## config.mk

```make
export PLATFORM = sky130hd
export DESIGN_NAME = fetch_redirect_ctrl_flat
export DESIGN_NICKNAME = d
export VERILOG_FILES = /design/src/rtl/fetch_redirect_ctrl_if.sv /design/src/rtl/fetch_redirect_ctrl.sv /design/src/flat_wrapper.sv
export SDC_FILE = /design/constraint.sdc
export NUM_CORES = 1
export LEC_CHECK = 0
export BUFFER_PORTS_ARGS = -buffer_cell sky130_fd_sc_hd__buf_2
export CAP_MARGIN = 30
export CORE_ASPECT_RATIO = 1.75
export CORE_MARGIN = 3
export CORE_UTILIZATION = 35
export DETAILED_ROUTE_END_ITERATION = 16
export HOLD_SLACK_MARGIN = 0.12
export PLACE_DENSITY = 0.59
export SYNTH_ARGS = -nofsm -noshare
export SYNTH_HDL_FRONTEND = slang
export SYNTH_SLANG_ARGS = --single-unit
```

## constraint.sdc

```tcl
create_clock -name clk -period 2.3 [get_ports clk]
set_input_delay 0.115 -clock clk [delete_from_list [all_inputs] [get_ports clk]]
set_output_delay 0.115 -clock clk [all_outputs]
set_load 0.03 [all_outputs]
```

## src/rtl/fetch_redirect_ctrl_if.sv

```systemverilog
// fetch_redirect_ctrl_if: redirect requests in, fetch-unit controls out.
interface fetch_redirect_ctrl_if;
   logic        stall_req;
   logic        exc_req;
   logic        eret_req;
   logic [31:0] epc;
   logic        br_req;
   logic [31:0] br_target;
   logic        hang_req;
   logic        im_abs_jump;
   logic [31:0] im_abs_jump_address;
   logic        im_pc_stall;
   logic        im_hang;
   logic        redirect_ack;
   logic        busy;
   modport master (
      output stall_req, exc_req, eret_req, epc, br_req, br_target, hang_req,
      input  im_abs_jump, im_abs_jump_address, im_pc_stall, im_hang, redirect_ack, busy
   );
   modport slave (
      input  stall_req, exc_req, eret_req, epc, br_req, br_target, hang_req,
      output im_abs_jump, im_abs_jump_address, im_pc_stall, im_hang, redirect_ack, busy
   );
endinterface

```

## src/rtl/fetch_redirect_ctrl.sv

```systemverilog
// fetch_redirect_ctrl: arbitrates exc/eret/branch redirects into fetch, holds them across stalls, manages hang.
// Define FETCH_REDIRECT_STATS_EN to add saturating per-class redirect counters.
module fetch_redirect_ctrl #(
   parameter logic [31:0] EXC_VECTOR = 32'h0000_4180
`ifdef FETCH_REDIRECT_STATS_EN
   , parameter int STAT_WIDTH = 16
`endif
) (
   input  logic clk,
   input  logic reset,
   fetch_redirect_ctrl_if.slave bus
`ifdef FETCH_REDIRECT_STATS_EN
   , output logic [STAT_WIDTH-1:0] stat_exc
   , output logic [STAT_WIDTH-1:0] stat_eret
   , output logic [STAT_WIDTH-1:0] stat_br
`endif
);
   typedef enum logic [1:0] {S_IDLE, S_PEND, S_HANG} state_t;
   // encoding order doubles as priority order for replacement compares
   typedef enum logic [1:0] {C_NONE, C_BR, C_ERET, C_EXC} cls_t;
   state_t      r_state, w_next;
   cls_t        r_pcls, w_pcls_n, w_cls;
   logic [31:0] r_paddr, w_paddr_n, w_addr, w_jaddr;
   logic        w_jump, w_stall, w_hang, w_ack;
   assign w_cls  = bus.exc_req ? C_EXC : bus.eret_req ? C_ERET : bus.br_req ? C_BR : C_NONE;
   assign w_addr = bus.exc_req ? EXC_VECTOR : bus.eret_req ? bus.epc : bus.br_target;
   always_comb begin
      w_next    = r_state;
      w_pcls_n  = r_pcls;
      w_paddr_n = r_paddr;
      w_jump    = 1'b0;
      w_jaddr   = '0;
      w_stall   = 1'b0;
      w_hang    = 1'b0;
      w_ack     = 1'b0;
      if (r_state == S_HANG) begin
         // fetch is bubbling, so exc/eret go out regardless of stall; branches are ignored
         if (w_cls == C_EXC || w_cls == C_ERET) begin
            w_jump  = 1'b1;
            w_jaddr = w_addr;
            w_ack   = 1'b1;
            w_next  = S_IDLE;
         end
      end else if (r_state == S_PEND) begin
         w_stall = bus.stall_req;
         if (w_cls > r_pcls) begin
            w_pcls_n  = w_cls;
            w_paddr_n = w_addr;
         end
         if (!bus.stall_req) begin
            w_jump  = 1'b1;
            w_jaddr = w_paddr_n;
            w_ack   = 1'b1;
            w_next  = S_IDLE;
         end
      end else if (w_cls != C_NONE) begin
         w_stall = bus.stall_req;
         if (bus.stall_req) begin
            w_pcls_n  = w_cls;
            w_paddr_n = w_addr;
            w_next    = S_PEND;
         end else begin
            w_jump  = 1'b1;
            w_jaddr = w_addr;
            w_ack   = 1'b1;
         end
      end else begin
         w_stall = bus.stall_req;
         w_hang  = bus.hang_req;
         if (bus.hang_req && !bus.stall_req) w_next = S_HANG;
      end
   end
   always_ff @(posedge clk or negedge reset) begin
      if (!reset) begin
         r_state <= S_IDLE;
         r_pcls  <= C_NONE;
         r_paddr <= '0;
      end else begin
         r_state <= w_next;
         r_pcls  <= w_pcls_n;
         r_paddr <= w_paddr_n;
      end
   end
   assign bus.im_abs_jump         = reset & w_jump;
   assign bus.im_abs_jump_address = reset ? w_jaddr : '0;
   assign bus.im_pc_stall         = reset & w_stall;
   assign bus.im_hang             = reset & w_hang;
   assign bus.redirect_ack        = reset & w_ack;
   assign bus.busy                = r_state != S_IDLE;
`ifdef FETCH_REDIRECT_STATS_EN
   cls_t                  w_iss;
   logic [STAT_WIDTH-1:0] r_exc, r_eret, r_br;
   assign w_iss = (r_state == S_PEND && !(w_cls > r_pcls)) ? r_pcls : w_cls;
   always_ff @(posedge clk or negedge reset) begin
      if (!reset) begin
         r_exc  <= '0;
         r_eret <= '0;
         r_br   <= '0;
      end else if (w_ack) begin
         if (w_iss == C_EXC  && ~&r_exc)  r_exc  <= r_exc + 1'b1;
         if (w_iss == C_ERET && ~&r_eret) r_eret <= r_eret + 1'b1;
         if (w_iss == C_BR   && ~&r_br)   r_br   <= r_br + 1'b1;
      end
   end
   assign stat_exc  = r_exc;
   assign stat_eret = r_eret;
   assign stat_br   = r_br;
`endif
endmodule

```

## src/flat_wrapper.sv

```systemverilog
// flat-port wrapper written by rule: the top's interface ports become plain ports
module fetch_redirect_ctrl_flat 
#(
   parameter logic [31:0] EXC_VECTOR = 32'h0000_4180

)
  (clk, reset, bus_stall_req, bus_exc_req, bus_eret_req, bus_epc, bus_br_req, bus_br_target, bus_hang_req, bus_im_abs_jump, bus_im_abs_jump_address, bus_im_pc_stall, bus_im_hang, bus_redirect_ack, bus_busy);
  fetch_redirect_ctrl_if bus_i ();
  input  logic clk;
  input  logic reset;
  input wire logic [$bits(bus_i.stall_req)-1:0] bus_stall_req;
  input wire logic [$bits(bus_i.exc_req)-1:0] bus_exc_req;
  input wire logic [$bits(bus_i.eret_req)-1:0] bus_eret_req;
  input wire logic [$bits(bus_i.epc)-1:0] bus_epc;
  input wire logic [$bits(bus_i.br_req)-1:0] bus_br_req;
  input wire logic [$bits(bus_i.br_target)-1:0] bus_br_target;
  input wire logic [$bits(bus_i.hang_req)-1:0] bus_hang_req;
  output wire logic [$bits(bus_i.im_abs_jump)-1:0] bus_im_abs_jump;
  output wire logic [$bits(bus_i.im_abs_jump_address)-1:0] bus_im_abs_jump_address;
  output wire logic [$bits(bus_i.im_pc_stall)-1:0] bus_im_pc_stall;
  output wire logic [$bits(bus_i.im_hang)-1:0] bus_im_hang;
  output wire logic [$bits(bus_i.redirect_ack)-1:0] bus_redirect_ack;
  output wire logic [$bits(bus_i.busy)-1:0] bus_busy;
  assign bus_i.stall_req = bus_stall_req;
  assign bus_i.exc_req = bus_exc_req;
  assign bus_i.eret_req = bus_eret_req;
  assign bus_i.epc = bus_epc;
  assign bus_i.br_req = bus_br_req;
  assign bus_i.br_target = bus_br_target;
  assign bus_i.hang_req = bus_hang_req;
  assign bus_im_abs_jump = bus_i.im_abs_jump;
  assign bus_im_abs_jump_address = bus_i.im_abs_jump_address;
  assign bus_im_pc_stall = bus_i.im_pc_stall;
  assign bus_im_hang = bus_i.im_hang;
  assign bus_redirect_ack = bus_i.redirect_ack;
  assign bus_busy = bus_i.busy;
  fetch_redirect_ctrl #(.EXC_VECTOR(EXC_VECTOR)) u_core (.clk(clk), .reset(reset), .bus(bus_i));
endmodule
```

==> results of run 1 <==
## worst min-delay path by stage
stage,start,to,depth (start not counted)
floorplan,reset,u_core.r_paddr[0],0
global placement,reset,u_core.r_state[1],1
detailed placement,reset,u_core.r_state[1],1
CTS,bus_br_target[7],u_core.r_paddr[7],3
global route,bus_br_target[14],u_core.r_paddr[14],3
finish,bus_br_target[7],u_core.r_paddr[7],3
## state kept, by name, indices dropped and copies added (netlist names)
register / count
u_core.r_paddr: 32
u_core.r_pcls: 2
u_core.r_state: 2
## placed cells by master (no fill, tap or decap), types with 3 or more instances in the layout
| master | count |
|---|---|
| mux2_1 | 4 |
| mux2i_1 | 31 |
| dfrtp_1 | 36 |
| buf_4 | 38 |
| buf_12 | 10 |
| buf_6 | 3 |
| o21ai_0 | 4 |
| buf_2 | 83 |
| inv_1 | 6 |
| nor2_1 | 33 |
| o211ai_1 | 32 |
| inv_2 | 3 |
| a21oi_1 | 6 |
| a31oi_1 | 29 |
| nand2_1 | 31 |
| a221oi_2 | 29 |
| mux2_4 | 28 |
| and2_1 | 3 |
| a211o_1 | 3 |
| clkbuf_16 | 7 |
## layout make-up
class | instances | area (um2)
clock buffer | 8 | 146
fill | 850 | 4260
inverter | 9 | 33.8
multi-input combinational | 263 | 2300
sequential | 36 | 901
tap | 117 | 146
timing repair buffer | 137 | 995
## per-layer routing
metal  wire length [um]  vias up  global-route usage
met5                  0        -                   0
met4                177        0              0.0778
met3                370       15              0.0192
met2               6220       79               0.396
met1               3900     1638               0.216
li1                   -     1540                   -
## what timing repair did
item / 4_1_cts / 5_1_grt
hold endpoints to repair: 36 / 0
resized for setup: 17 / 30
setup buffers: 0 / 3
setup endpoints to repair: 18 / 30
cloned: 0 / 3
pin swaps: 1 / 8
hold buffers: 1 / 0
## tightest hold or removal path, delay by kind of cell
kind	cells	cell delay [ps]
buffers and inverters	1	80
AOI/OAI and AO/OA	1	130
muxes	1	140
## power groups by stage
stage | sequential [mW] | combinational [mW] | clock [mW]
after global routing | 1.07 | 3.52 | 0.716
after floorplan | 0.992 | 2.12 | 0
after global placement | 1.02 | 2.88 | 0
after detailed placement | 1.03 | 2.89 | 0
after CTS | 1.02 | 2.95 | 0.698
final | 1.04 | 3.31 | 0.686
## through the flow
stage                     setup slack (ps)  TNS, ps  hold slack, ps  instances
after floorplan                      -53.0    -53.0            -181        352
final                                 25.8        0             223        570
after detailed placement               166        0           -22.9        555
after CTS                            -7.64    -11.1             223        564
after global placement                 195        0           -23.6        555
after global routing                 -29.7     -198             242        570
## cells by family after synthesis
logic type / synth area share
compound gates: 0.261
simple gates: 0.110
mux: 0.243
buf+inv: 0.0846
flops: 0.282
fa+ha+maj: 0.0196
==> run metrics, run 1 <==
status=completed; Synth warnings=0; H-tree Lvls=2; Iter 0 DRT Violations=163; Net Sw Power=2.10 mW; first-pass GRT wire length=about 17000 um; Max Fclk=between 0.4 and 0.5 GHz; GR Util All Layers=0.203; dpl cell area=a little over 0.004 mm2; Seq cells post-synth=36; Worst-Margin Slew=around 660 ps; dominant synthesized flop cell=dfrtp_1; DIE AREA=around 0.010 mm2; DR DRC count=0; Critical Path AT=2160 ps; Top Ports=about 110; HP Class=in2reg; CP max stage cell=dfrtp_1; via count=around 3300; EDFF count, synth=0; Setup-failing EPs final=0; Sw Share=0.417; R2R Path End=u_core.r_paddr[20]; vias in the first global route=3529; RePlAce Congestion=0.788; Buf+Inv Stages, Crit Path=4; ys async rst share=1.00; largest net degree at the start of global routing=34; share of layout cells above drive strength 1=0.477; Critical Path Start=u_core.r_pcls[1]; total power=5.04 mW; CP peak stage delay=approximately 380 ps; largest cells by area after synthesis=dfrtp_1 28%, mux2_4 13%, mux2i_1 9.7%; WP depth=9; # port buffers=107; final net count=528; CTS tree=done; Initial Util=0.364; Die H=132 um; CP Max Fanout=6; R2R depth=7; Initial DRT Pass Iterations=4; initial antenna violation count=0; Worst Setup Start Kind=flip-flop; top cells by instance count after synthesis=36 x dfrtp_1, 35 x nor2_1, 32 x a31oi_1, 32 x o211ai_1; final WL=10700 um; fin. max-slew vios=0; Yosys top cell by area=dfrtp_1; final instance area=0.00452 mm2; Num CTS Buffers=5; synthesized area per cell=9.07 um2; Syn Inst Count=352; WP data required=about 2200 ps; top cell type's share of synthesized area=0.282; DR WL/cell=18.7 um; R2R setup slack=approximately 350 ps; post-synth net total=between 400 and 500; clk buf depth=2; area of the mapped netlist=0.00319 mm2; Post-DRT Antenna Nets=0; post-synthesis sequential area ratio=0.282; CTS Sinks=36; Area growth, synth to finish=41.6%; RSZ-0062 raised after global routing=true; DP HPWL=7400 um; Core ar.=0.00878 mm2; Die X=78.2 um; CTS Root Cell=clkbuf_16; final cycle utilization of the critical path=0.989; Skew-Pair Late Insertion Delay=280 ps; Critical path destination=bus_im_abs_jump_address[18]; clk_skew=4.31 ps; Yosys cell types=34; P_leak=about 2.0 nW; fin util=0.515; count leader, synth=dfrtp_1; Tmin final=2270 ps; Combinational Power Share=0.658; Worst Setup End Kind=output pin; Clock Pin Slew Worst Setup and Hold Paths=about 60 ps; sequential share of power=0.206; PwrDens=1110 mW/mm2; Placement Rows=45; r2r startpoint=u_core.r_state[1]; Power Internal=2.94 mW; Final Hold Viols=0; Max Cap Viol=0; Max rail drop VDD=0.582 mV; Slew HR=0.559; Clock power frac=0.136; worst-path cell chain=inv_2 -> ha_4 -> nor2b_4 -> o21ai_4 -> buf_12 -> clkbuf_16 -> a31oi_2 -> a221oi_2 -> buf_4; # diodes=0; critical path class=reg2out; Vias per Instance=5.74; critical path's top delay family=buffers and inverters; grt ovf=0
Note: power is estimated with default switching activity, not from simulation.
==> run 2, diff against run 1 <==
CORE_ASPECT_RATIO = default   (was 1.75)
RECOVER_POWER = 50   (was default)
==> run metrics, run 2 (same netlist as run 1, synthesis figures left out) <==
status=completed (unchanged); Max Cap Viol=0 (unchanged); # diodes=0 (unchanged); Finished Layout Cells=562 (was 570); commonest non-fill, non-tap cell in the layout=buf_2 (unchanged); Critical Path AT=2140 ps (was 2160 ps); clk buf depth=2 (unchanged); DR DRC count=0 (unchanged); PwrDens=1050 mW/mm2 (was 1110 mW/mm2); Clock Pin Slew Worst Setup and Hold Paths=70 ps (was 60 ps); first-pass GRT wire length=15600 um (was 17000 um); initial antenna violation count=0 (unchanged); Hold Path Cell Cnt=3 (unchanged); Core ar.=0.00881 mm2 (was 0.00878 mm2); Setup-failing EPs final=0 (unchanged); biggest regs=u_core.r_paddr: 32 flops, u_core.r_pcls: 2 flops, u_core.r_state: 2 flops (unchanged); Post-Place Setup Slack=149 ps (was 166 ps); Top Ports=108 (unchanged); Die H=102 um (was 132 um); # port buffers=107 (unchanged); Die X=102 um (was 78.2 um); Largest Register=u_core.r_paddr (unchanged); vias in the first global route=3159 (was 3529); R2R Path End=u_core.r_paddr[18] (was u_core.r_paddr[20]); R2R setup slack=150 ps (was 350 ps); Final WS setup=48.6 ps (was 25.8 ps); CTS Root Cell=clkbuf_8 (was clkbuf_16); GR Util All Layers=0.188 (was 0.203); DP HPWL=6850 um (was 7400 um); R2R depth=8 (was 7); max reg flops=32 (unchanged); Skew-Pair Late Insertion Delay=280 ps (about the same); Iter 0 DRT Violations=133 (was 163); DIE AREA=0.0103 mm2 (was 0.0104 mm2); r2r startpoint=u_core.r_pcls[1] (was u_core.r_state[1]); WP data required=2180 ps (about the same); fin. max-slew vios=0 (unchanged); final instance area=0.00437 mm2 (was 0.00452 mm2); largest net degree at the start of global routing=37 (was 34); grt ovf=0 (unchanged); total power=4.57 mW (was 5.04 mW); Max rail drop VDD=0.558 mV (was 0.582 mV); share of layout cells above drive strength 1=0.471 (was 0.477); DR WL/cell=17.3 um (was 18.7 um); Slew HR=0.347 (was 0.559); clk_skew=3.82 ps (was 4.31 ps); via count=3191 (was 3272); worst hold endpoint=u_core.r_pcls[0] (was u_core.r_paddr[7]); RePlAce Congestion=0.779 (was 0.788); Area growth, synth to finish=37.0% (was 41.6%); placed cell count=548 (was 555); Post-DRT Antenna Nets=0 (unchanged); final cycle utilization of the critical path=0.979 (was 0.989); P_leak=1.94 nW (was 2.00 nW); Worst Setup End Kind=output pin (unchanged); HP Class=in2reg (unchanged); Num CTS Buffers=5 (unchanged); Vias per Instance=5.68 (was 5.74); commonest non-fill, non-tap cells in the layout=76 x buf_2, 47 x buf_4, 36 x dfrtp_1 (was 83 x buf_2, 38 x buf_4, 36 x dfrtp_1); critical path class=reg2out (unchanged); dpl cell area=0.00407 mm2 (was 0.00413 mm2); CP Max Fanout=6 (unchanged); Initial DRT Pass Iterations=4 (unchanged); Max Fclk=0.444 GHz (was 0.440 GHz); Worst-Margin Slew=979 ps (was 661 ps); Worst Setup Start Kind=flip-flop (unchanged); final net count=529 (was 528); Initial Util=0.363 (was 0.364); RSZ-0062 raised after global routing=true (unchanged); Placement Rows=34 (was 45); Final Hold Viols=0 (unchanged); CTS tree=done (unchanged); final WL=9700 um (was 10700 um); H-tree Lvls=2 (unchanged); Hold Startpoint=bus_exc_req (was bus_br_target[7]); fin util=0.497 (was 0.515); Tmin final=2250 ps (was 2270 ps); Filler Cell Count=816 (was 850); CTS Sinks=36 (unchanged)
[run 2: changes by cell type in the layout (fill, tap and decap cells not counted), sizes merged]
cell / before / now
clkinv: 0 / 3
buf: 134 / 133
inv: 9 / 8
[run 2: metrics by stage]
step | setup TNS (ps) | hold slack [ps]
floorplan | -53.0 | -181
global placement | 0 | 156
detailed placement | 0 | 150
CTS | 0 | 168
global route | -1030 | 201
finish | 0 | 168
[run 2: area by class of cell]
| cell class | instances | area [um2] | area share |
|---|---|---|---|
| inverter | 9 | 33.8 | 0.00773 |
| sequential | 36 | 901 | 0.206 |
| clock buffer | 6 | 82.6 | 0.0189 |
| clock inverter | 2 | 10.0 | 0.00229 |
| timing repair buffer | 138 | 936 | 0.214 |
| multi-input combinational | 263 | 2270 | 0.520 |
| tap | 108 | 135 | 0.0309 |
[run 2: worst max-delay path by stage]
stage                     slack (ps)               from  depth (start not counted)                     endpoint
after floorplan                  -50  u_core.r_state[0]                          6                  bus_im_hang
after global placement           180  u_core.r_state[1]                          7   bus_im_abs_jump_address[0]
after detailed placement         150       bus_eret_req                         10  bus_im_abs_jump_address[30]
after CTS                          3   u_core.r_pcls[1]                          8   bus_im_abs_jump_address[4]
after global routing             -60   u_core.r_pcls[1]                          8  bus_im_abs_jump_address[30]
final                             50   u_core.r_pcls[1]                          8  bus_im_abs_jump_address[30]
[run 2: report_power, final]
group	leakage, nW	internal, mW	switching [mW]
logic	1.44	1.48	1.59
clock network	0.0510	0.239	0.223
registers	0.452	0.888	0.151
total	1.94	2.60	1.97
[run 2: per-layer routing]
layer / share of wire / wire length (um) / GRT usage / up-vias
li1: - / - / - / 1541
met1: 0.45 / 4320 / 0.256 / 1523
met2: 0.48 / 4610 / 0.308 / 119
met3: 0.068 / 659 / 0.0358 / 8
met4: 0.011 / 106 / 0.0450 / 0
met5: 0 / 0 / 0 / -
[run 2: critical path, cell delays in order (launching register included)]
cell and delay, ps:
dfrtp_1 340, inv_2 50, ha_4 260, nor2b_4 180, o211a_4 250, buf_12 130
o211ai_1 110, a221oi_2 320, buf_4 200
[run 2: what timing repair did]
| action | CTS | global route |
|---|---|---|
| endpoints found under the setup margin | 29 | 29 |
| hold buffers | 1 | 0 |
| gates cloned | 0 | 3 |
| endpoints found under the hold margin | 36 | 0 |
| resized for setup | 19 | 44 |
| setup buffers | 1 | 1 |
| pin swaps | 1 | 9 |
